[src/rtl/os_pkg.sv]
// Shared types and the GF(2) overlap-sum combine function for os_combine_pipe.
//
// Contents:
//   os_mode_e   - beat mode, OS_PASS or OS_ACC
//   OS_YW/OS_OW - result and overlap widths for the default half width
//   os_yw/os_ow - width helpers for any half width h
//   os_combine  - merges z0, z1, z2 and o with XOR only. It works on MAX_H-wide
//                 containers; callers zero-extend the inputs and truncate the
//                 result to 2h-1 bits.
package os_pkg;

    typedef enum logic {
        OS_PASS = 1'b0,
        OS_ACC  = 1'b1
    } os_mode_e;

    localparam int unsigned H_DEF = 8;
    localparam int unsigned OS_YW = 2 * H_DEF - 1;
    localparam int unsigned OS_OW = H_DEF - 1;

    // Largest half width os_combine supports.
    localparam int unsigned MAX_H = 32;

    function automatic int unsigned os_yw(input int unsigned h);
        return 2 * h - 1;
    endfunction

    function automatic int unsigned os_ow(input int unsigned h);
        return h - 1;
    endfunction

    function automatic logic [2*MAX_H-2:0] os_combine(
        input int unsigned        h,
        input logic [MAX_H-1:0]   z0,
        input logic [2*MAX_H-2:0] z1,
        input logic [MAX_H-1:0]   z2,
        input logic [MAX_H-2:0]   o
    );
        logic [2*MAX_H-2:0] r;
        r = '0;
        for (int unsigned i = 0; i < MAX_H - 1; i++) begin
            if (i + 1 < h) begin
                r[i]     = z1[i] ^ z0[i] ^ o[i];
                r[h + i] = z1[h + i] ^ z2[i + 1] ^ o[i];
            end
        end
        // The seam bit is the only place z2 and z0 overlap.
        r[h - 1] = z2[0] ^ z1[h - 1] ^ z0[h - 1];
        return r;
    endfunction

endpackage

[src/rtl/os_pipe_reg.sv]
// Single valid/ready register slice (no skid buffer).
//
// Ports:
//   clk, rst_n          - clock, asynchronous active-low reset
//   in_valid / in_ready - upstream handshake
//   in_data             - upstream payload, W bits
//   out_valid/out_ready - downstream handshake
//   out_data            - registered payload, W bits
module os_pipe_reg #(
    parameter int unsigned W = 8
) (
    input  logic         clk,
    input  logic         rst_n,
    input  logic         in_valid,
    output logic         in_ready,
    input  logic [W-1:0] in_data,
    output logic         out_valid,
    input  logic         out_ready,
    output logic [W-1:0] out_data
);

    logic         vld_q;
    logic [W-1:0] data_q;

    // Accept when empty or when the held beat leaves on this same edge.
    assign in_ready  = !vld_q || out_ready;
    assign out_valid = vld_q;
    assign out_data  = data_q;

    always_ff @(posedge clk or negedge rst_n) begin
        if (!rst_n) begin
            vld_q  <= 1'b0;
            data_q <= '0;
        end else if (in_valid && in_ready) begin
            vld_q  <= 1'b1;
            data_q <= in_data;
        end else if (out_ready) begin
            vld_q  <= 1'b0;
        end
    end

endmodule

[src/rtl/os_combine_pipe.sv]
// Pipelined GF(2) overlap-sum combiner for carry-less Karatsuba recombination.
// Stage A registers the input beat, stage B registers the combined result and
// optionally XOR-accumulates it across beats for multi-limb products.
//
// Parameters:
//   H       - half width (2 <= H <= os_pkg::MAX_H)
//   ACC_RST - reset and clear value of the accumulator
//
// Ports:
//   clk, rst_n           - clock, asynchronous active-low reset
//   in_valid / in_ready  - input handshake
//   z0, z1, z2, o        - low, middle and high products, overlap term
//   mode                 - 0 = PASS, 1 = ACC, captured with the beat
//   acc_clr              - synchronous accumulator clear
//   out_valid/out_ready  - output handshake
//   y                    - result, 2H-1 bits
//   y_par, par_err       - only with OS_PARITY_EN: parity of y, and a
//                          one-cycle self-check flag on a stage-B load
module os_combine_pipe
    import os_pkg::*;
#(
    parameter int unsigned    H       = 8,
    parameter logic [2*H-2:0] ACC_RST = '0
) (
    input  logic           clk,
    input  logic           rst_n,
    input  logic           in_valid,
    output logic           in_ready,
    input  logic [H-1:0]   z0,
    input  logic [2*H-2:0] z1,
    input  logic [H-1:0]   z2,
    input  logic [H-2:0]   o,
    input  logic           mode,
    input  logic           acc_clr,
    output logic           out_valid,
    input  logic           out_ready,
    output logic [2*H-2:0] y
`ifdef OS_PARITY_EN
    ,
    output logic           y_par,
    output logic           par_err
`endif
);

    localparam int unsigned YW = 2 * H - 1;
    localparam int unsigned OW = H - 1;
    localparam int unsigned AW = 1 + OW + H + YW + H;

    logic          a_vld;
    logic [AW-1:0] a_data;
    logic [H-1:0]  a_z0, a_z2;
    logic [YW-1:0] a_z1;
    logic [OW-1:0] a_o;
    logic          a_mode;

    logic          b_free, b_load, acc_load;
    logic          out_valid_q;
    logic [YW-1:0] y_q, acc_q, acc_eff, f, y_d;

    assign b_free = !out_valid_q || out_ready;

    os_pipe_reg #(
        .W (AW)
    ) u_stage_a (
        .clk       (clk),
        .rst_n     (rst_n),
        .in_valid  (in_valid),
        .in_ready  (in_ready),
        .in_data   ({mode, o, z2, z1, z0}),
        .out_valid (a_vld),
        .out_ready (b_free),
        .out_data  (a_data)
    );

    assign {a_mode, a_o, a_z2, a_z1, a_z0} = a_data;

    assign f = YW'(os_combine(H, MAX_H'(a_z0), (2*MAX_H-1)'(a_z1), MAX_H'(a_z2),
                              (MAX_H-1)'(a_o)));

    assign b_load   = a_vld && b_free;
    assign acc_load = b_load && (os_mode_e'(a_mode) == OS_ACC);

    // A clear on the same edge as an ACC load restarts the sum from ACC_RST.
    assign acc_eff = acc_clr ? ACC_RST : acc_q;
    assign y_d     = (os_mode_e'(a_mode) == OS_ACC) ? (f ^ acc_eff) : f;

    always_ff @(posedge clk or negedge rst_n) begin
        if (!rst_n) begin
            out_valid_q <= 1'b0;
            y_q         <= '0;
            acc_q       <= ACC_RST;
        end else begin
            if (b_load) begin
                out_valid_q <= 1'b1;
                y_q         <= y_d;
            end else if (out_ready) begin
                out_valid_q <= 1'b0;
            end

            if (acc_load) begin
                acc_q <= y_d;
            end else if (acc_clr) begin
                acc_q <= ACC_RST;
            end
        end
    end

    assign out_valid = out_valid_q;
    assign y         = y_q;

`ifdef OS_PARITY_EN
    logic y_par_q, par_err_q;

    // o lands on two result bits, so it cancels out of the parity of f.
    always_ff @(posedge clk or negedge rst_n) begin
        if (!rst_n) begin
            y_par_q   <= 1'b0;
            par_err_q <= 1'b0;
        end else begin
            par_err_q <= b_load && ((^f) != ((^a_z0) ^ (^a_z1) ^ (^a_z2)));
            if (b_load) begin
                y_par_q <= ^y_d;
            end
        end
    end

    assign y_par   = y_par_q;
    assign par_err = par_err_q;
`endif

endmodule
[config.mk]
export PLATFORM = sky130hd
export DESIGN_NAME = os_combine_pipe
export DESIGN_NICKNAME = d
export VERILOG_FILES = /design/src/rtl/os_pkg.sv /design/src/rtl/os_pipe_reg.sv /design/src/rtl/os_combine_pipe.sv
export SDC_FILE = /design/constraint.sdc
export NUM_CORES = 1
export LEC_CHECK = 0
export BUFFER_PORTS_ARGS = -buffer_cell sky130_fd_sc_hd__buf_4
export CORE_MARGIN = 1.5
export CORE_UTILIZATION = 50
export DETAILED_ROUTE_END_ITERATION = 8
export PLACE_DENSITY = 0.72
export SLEW_MARGIN = 20
export SYNTH_ARGS = -nofsm -noshare
export SYNTH_HDL_FRONTEND = slang
export SYNTH_HIERARCHICAL = 1
export SYNTH_SLANG_ARGS = --single-unit
[constraint.sdc]
create_clock -name clk -period 2.2 [get_ports clk]
set_input_delay 0.44 -clock clk [delete_from_list [all_inputs] [get_ports clk]]
set_output_delay 0.44 -clock clk [all_outputs]
set_load 0.03 [all_outputs]
==> metrics.cfg, run 1 <==
[critical_path]
worst_path_most_repeated_cell = nand2b_4
path_cells = nand2b_4, nand2b_4, buf_4
crit_type = reg2out
crit_fanout = 3
r2r_setup_slack_ns = 0.72
max_stage_delay_ns = 0.44
start_kind = flip-flop
crit_arrival_ns = 1.16
cp.required_ns = 1.76
end_kind = output pin
slowest_stage = dfrtp_1

[yosys]
synth.avg_cell_area_sq_um = 14.04
synth-async-reset-ratio = 1.000
synth_edf_count = 0
synth_area_sq_mm = 0.003551
ys_seq_elements = 71
synth_cell_types = 21
seq_area_frac_synth = 0.5004
syn_inst = 253
syn_nets = 297
ys_warn_count = 6
synth_ff_type = dfrtp_1

[floorplan]
dieHeight_microns = 87.27
die_w_microns = 87.27
core_area_sq_mm = 0.006832
io_pins = 61
num_rows = 30
die_area_sq_mm = 0.007616
start_util = 0.5198

[drt]
via_count = 2063
first_iter_violations = 120
vias_per_cell = 4.983
drtPass1Iterations = 4
wire_per_inst_microns = 15.57
totalWireLength_microns = 6448
ant_nets = 0
drc_errors = 0

[timing]
fin_crit_sh = 0.7284
finalClockSkew_ns = 0.008136
slew_headroom = 0.5952
max_clock_freq_mhz = 624.0
slew_violations = 0
setup_viol = 0
fin_crit_ns = 1.603
worst_pin_slew_ns = 0.6072
fin_tns_setup_ns = 0
rsz0062_at_grt = false
hold_viol = 0

[pwr]
p_clk_frac = 0.270
sw_frac_of_total = 0.3158
seq_power_share = 0.391
p_switching_mw = 1.491
ir_drop_v = 0.0005712
combPwrFrac = 0.340
intPower_mw = 3.231
leakagePower_nw = 2.057
total_power_mw = 4.723
cellPowerDensity_mw_per_mm2 = 1092

[global_routing]
grt_usage = 0.1907
grt_pass1_vias = 2138
grt_max_degree = 46
grt_pass1_wl_microns = 10780
overflow = 0
grt_antenna_before_repair = 0

[job]
cap_violations = 0

[clocking]
cts_made_buffers = 9
cts_root_buf = clkbuf_8
tritoncts = built
cts_resized = 0
cts_hold_buf = 0
clk_path_buf_depth = 2
htreeDepth = 3
numClockSinks = 71
clk_latency_ns = 0.35
clkTransAtPathRegs_ns = 0.08
cts_setup_buffers = 0

[final_layout]
nets = 357
area_growth_syn_to_layout_pct = 21.85
fin_util = 0.6333
drive_above_1_share = 0.3899
antenna_cells = 0

[placed_design]
placement.io_buffers = 60
dpl.hpwl_microns = 4194
gp_congestion = 0.7388

[status]
outcome = finished clean

[hold_path]
hp-class = in2async

## cell usage after synthesis, types with 2 or more instances
cell / instances / area (sq um)
buf_2: 4 / 20.02
buf_6: 3 / 33.78
clkbuf_1: 7 / 26.28
dfrtp_1: 71 / 1777
inv_1: 16 / 60.06
mux2_2: 29 / 326.6
mux2_4: 10 / 150.1
mux2i_1: 15 / 150.1
nand2b_4: 2 / 27.53
nand3b_1: 15 / 112.6
nand4_1: 15 / 93.84
nor2b_1: 15 / 93.84
xnor2_1: 15 / 131.4
xor2_1: 15 / 131.4
xor3_1: 15 / 356.6
## final timing paths
kind,start,to,cells past startpoint
max reg2reg,out_valid,u_stage_a/out_data[9],5
min,rst_n,u_stage_a/out_data[0],1
min in group clk,in_valid,u_stage_a/out_valid,2
min reg2reg,u_stage_a/out_data[19],u_stage_a/out_data[19],1
max,out_valid,in_ready,3
max in group asynchronous,rst_n,u_stage_a/out_data[36],2
## power by group through the flow
stage,Sequential [mW],Combinational (mW),Clock [mW]
finish,1.84,1.60,1.27
global route,1.89,1.73,1.37
CTS,1.85,1.62,1.30
detailed placement,1.87,1.62,0
global placement,1.86,1.59,0
floorplan,2.10,0.867,0
## flip-flops by register name, indices dropped and copies added, names as in the netlist
register,cells
acc_q,15
out_valid,1
u_stage_a/out_data,39
u_stage_a/out_valid,1
y,15
## routing by layer
metal  global-route usage  share of wire  up-vias
met5                    0              0        -
met4              0.06494          0.016        0
met3              0.05972          0.072        9
met2               0.2748           0.45       60
met1               0.2735           0.46     1027
li1                     -              -      967
## logic make-up (layout without fill, tap and decap cells)
logic type / count (synthesis) / count (layout) / synth area share
XOR/XNOR: 45 / 45 / 0.1744
buffers and inverters: 32 / 97 / 0.04933
flip-flops: 71 / 71 / 0.5004
multiplexers: 54 / 54 / 0.1765
AND/OR/NAND/NOR: 51 / 51 / 0.09937
## through the flow
stage	hold WS, ns	std cells	instance area, sq um	setup WS, ns
floorplan	0.1444	253	3551	0.3120
global placement	0.4863	398	4081	0.5571
detailed placement	0.4962	398	4081	0.5248
CTS	0.1112	414	4327	0.5726
global route	0.1322	414	4327	0.5420
finish	0.09759	414	4327	0.5975
## critical path, delay by kind of cell (launching register included)
family        cells  cell delay, ns
buf+inv           1            0.16
simple gates      2            0.22
flops             1            0.44
## cell usage in the layout, fill, tap and decap left out, types with 3 or more instances in the layout
| cell type | instances |
|---|---|
| nand4_1 | 15 |
| inv_1 | 16 |
| nor2b_1 | 15 |
| nand3b_1 | 15 |
| xor2_1 | 15 |
| mux2_2 | 29 |
| mux2i_1 | 15 |
| clkbuf_8 | 10 |
| buf_4 | 62 |
| buf_12 | 3 |
| xor3_1 | 15 |
| dfrtp_1 | 71 |
| bufinv_16 | 3 |
| xnor2_1 | 15 |
| mux2_4 | 10 |
## cell type report
| cell class | instances | area [sq um] |
|---|---|---|
| fill | 536 | 2505 |
| tap | 96 | 120.1 |
| clock inverter | 6 | 107.6 |
| timing repair buffer | 65 | 525.5 |
| multi-input combinational | 150 | 1599 |
| clock buffer | 10 | 137.6 |
| inverter | 16 | 60.06 |
| sequential | 71 | 1777 |
No activity file was read; power rests on OpenSTA's default activity.
==> run 2: changes to the inputs <==
--- a/config.mk
+++ b/config.mk
@@ -5,6 +5,7 @@
 export SDC_FILE = /design/constraint.sdc
 export NUM_CORES = 1
 export LEC_CHECK = 0
+export ABC_AREA = 1
 export BUFFER_PORTS_ARGS = -buffer_cell sky130_fd_sc_hd__buf_4
 export CORE_MARGIN = 1.5
 export CORE_UTILIZATION = 50
==> constraint.sdc (replaced) <==
create_clock -name clk -period 1.6 [get_ports clk]
set_input_delay 0.32 -clock clk [delete_from_list [all_inputs] [get_ports clk]]
set_output_delay 0.32 -clock clk [all_outputs]
set_load 0.03 [all_outputs]
==> run 2 against run 1 <==
Against the previous run:
- global-route usage up 4.1 points
- hold slack better by 0.10 ns
- synthesized area up 8.4%
- core utilization down 0.92 points
- design area up 6.3%
- largest cell class unchanged
- worst setup slack worse by 0.51 ns
==> metrics.cfg, run 2 <==
[status]
outcome = finished clean

[global_routing]
overflow = 0
grt_pass1_vias = 3432
grt_max_degree = 32
grt_usage = 0.2321
grt_pass1_wl_microns = 15400
grt_antenna_before_repair = 0

[yosys]
synth_ff_type = dfrtp_1
synth-async-reset-ratio = 1.000
synth_edf_count = 0
syn_inst = 562
synth_cell_types = 14
synth.top_cell.area_share = 0.4615
synth.most_common_cell = nand2_1
ys_warn_count = 6
synth_commonest_cells = nand2_1, nand3_1, dfrtp_1, inv_1, nand2_2
ys_seq_elements = 71
seq_area_frac_synth = 0.4615
syn_nets = 606
yosysTopAreaCell = dfrtp_1
synth_area_leaders = dfrtp_1, nand2_1, nand3_1
synth_area_sq_mm = 0.003850
synth.avg_cell_area_sq_um = 6.850

[clocking]
clk_latency_ns = 0.34
cts_root_buf = clkbuf_8
numClockSinks = 71
clk_path_buf_depth = 2
cts_made_buffers = 9
clkTransAtPathRegs_ns = 0.07
tritoncts = built
htreeDepth = 3

[hold_path]
hold_depth = 3
hold_end = u_stage_a/out_data[9]
hp-class = in2reg
min-delay-start = z1[1]

[drt]
via_count = 3510
drtPass1Iterations = 4
totalWireLength_microns = 8681
wire_per_inst_microns = 11.92
drc_errors = 0
ant_nets = 0
first_iter_violations = 196
vias_per_cell = 4.821

[final_layout]
layout_common_cells = nand2_1, nand3_1, inv_1, dfrtp_1, buf_4
area_growth_syn_to_layout_pct = 19.47
fillCellCount = 704
nets = 669
layout_commonest_cell = nand2_1
final_cell_area_sq_mm = 0.004599
drive_above_1_share = 0.1749
fin_cells = 728
antenna_cells = 0
largest_reg_flops = 39

[job]
cap_violations = 0

[critical_path]
cp.required_ns = 1.28
crit_type = reg2out
rr_worst_depth = 6
worst_path_most_repeated_cell = nand2_2
start_kind = flip-flop
crit_fanout = 5
cp_num_buf_inv = 2
crit_family = flip-flops
slowest_stage = dfrtp_1
crit_arrival_ns = 1.19
r2r_end = acc_q[4]
max_stage_delay_ns = 0.39
worstReg2RegStart = out_valid
path_cells = nand2_2, inv_1, nand2_2, buf_4
end_kind = output pin
r2r_setup_slack_ns = 0.26

[timing]
fin_crit_ns = 1.512
slew_violations = 0
setup_viol = 0
fin_tns_setup_ns = 0
max_clock_freq_mhz = 661.4
hold_viol = 0
fin_crit_sh = 0.9450
rsz0062_at_grt = false
slew_headroom = 0.7348
finalClockSkew_ns = 0.005751
worst_pin_slew_ns = 0.3979
finalWorstSetupSlack_ns = 0.08798
whs_ns = 0.2020

[placed_design]
gp_congestion = 0.8039
dpl.hpwl_microns = 6556
placement.io_buffers = 60
placed_cells = 712
dp_slack_ns = 0.2166
placed_area_sq_mm = 0.004404

[floorplan]
io_pins = 61
dieHeight_microns = 90.75
die_w_microns = 90.75
start_util = 0.5224
core_area_sq_mm = 0.007370
num_rows = 31
die_area_sq_mm = 0.008236

[pwr]
cellPowerDensity_mw_per_mm2 = 1246
leakagePower_nw = 2.736
ir_drop_v = 0.0004876

## run 2: cell type report
| type | instances | area [sq um] | share of cell area |
|---|---|---|---|
| inverter | 73 | 274.0 | 0.05958 |
| timing repair buffer | 70 | 553.0 | 0.1202 |
| multi-input combinational | 400 | 1689 | 0.3672 |
| clock buffer | 12 | 165.2 | 0.03591 |
| sequential | 71 | 1777 | 0.3863 |
| tap | 99 | 123.9 | 0.02693 |
| clock inverter | 3 | 17.52 | 0.003808 |
## run 2: through the flow
step | utilization | power, mW
floorplan | - | 3.755
global placement | 0.5976 | 4.369
detailed placement | 0.5976 | 4.443
CTS | 0.6238 | 5.787
global route | 0.6241 | 6.142
finish | 0.6241 | 5.733
## run 2: worst max path at each step
stage / from / end / slack (ns) / cells past startpoint
after floorplan: out_valid / in_ready / 0.23 / 4
after global placement: out_ready / acc_q[5] / 0.24 / 8
after detailed placement: out_ready / acc_q[5] / 0.22 / 8
after CTS: out_valid / in_ready / 0.02 / 4
after global routing: out_valid / in_ready / 0.02 / 4
final: out_valid / in_ready / 0.09 / 4
## run 2: logic make-up after synthesis
| group | Yosys count | synth area share |
|---|---|---|
| DFF | 71 | 0.4615 |
| buffers and inverters | 91 | 0.1004 |
| and+or+nand+nor | 400 | 0.4381 |
## run 2: worst reg2reg max path, cell delays in order (launching register included)
cell and delay [ns]:
dfrtp_1 0.39, nand2_2 0.12, nand2_4 0.12, nor2_8 0.25
inv_2 0.20, nand2_1 0.10, nand2_1 0.06
## run 2: power by group
part | internal, mW | switching, mW | total [mW] | leakage (nW)
registers | 2.17 | 0.284 | 2.45 | 0.885
logic | 0.709 | 1.24 | 1.95 | 1.76
clock network | 0.676 | 0.656 | 1.33 | 0.0942
## run 2: repair_timing
item                                   in CTS  in global routing
setup endpoints to repair                   0                  1
buffers inserted                            0                  0
hold buffers                                1                  0
endpoints found under the hold margin      27                  0
resized for setup                           0                  1
## run 2: metal layers
metal  wire, microns  global-route usage  part of all wire  vias up
met4              66             0.06217            0.0076        0
met2            4162              0.3904              0.48       79
met1            4005              0.3103              0.46     1605
li1                -                   -                 -     1817
met3             446             0.03704             0.051        9
met5               0                   0                 0        -
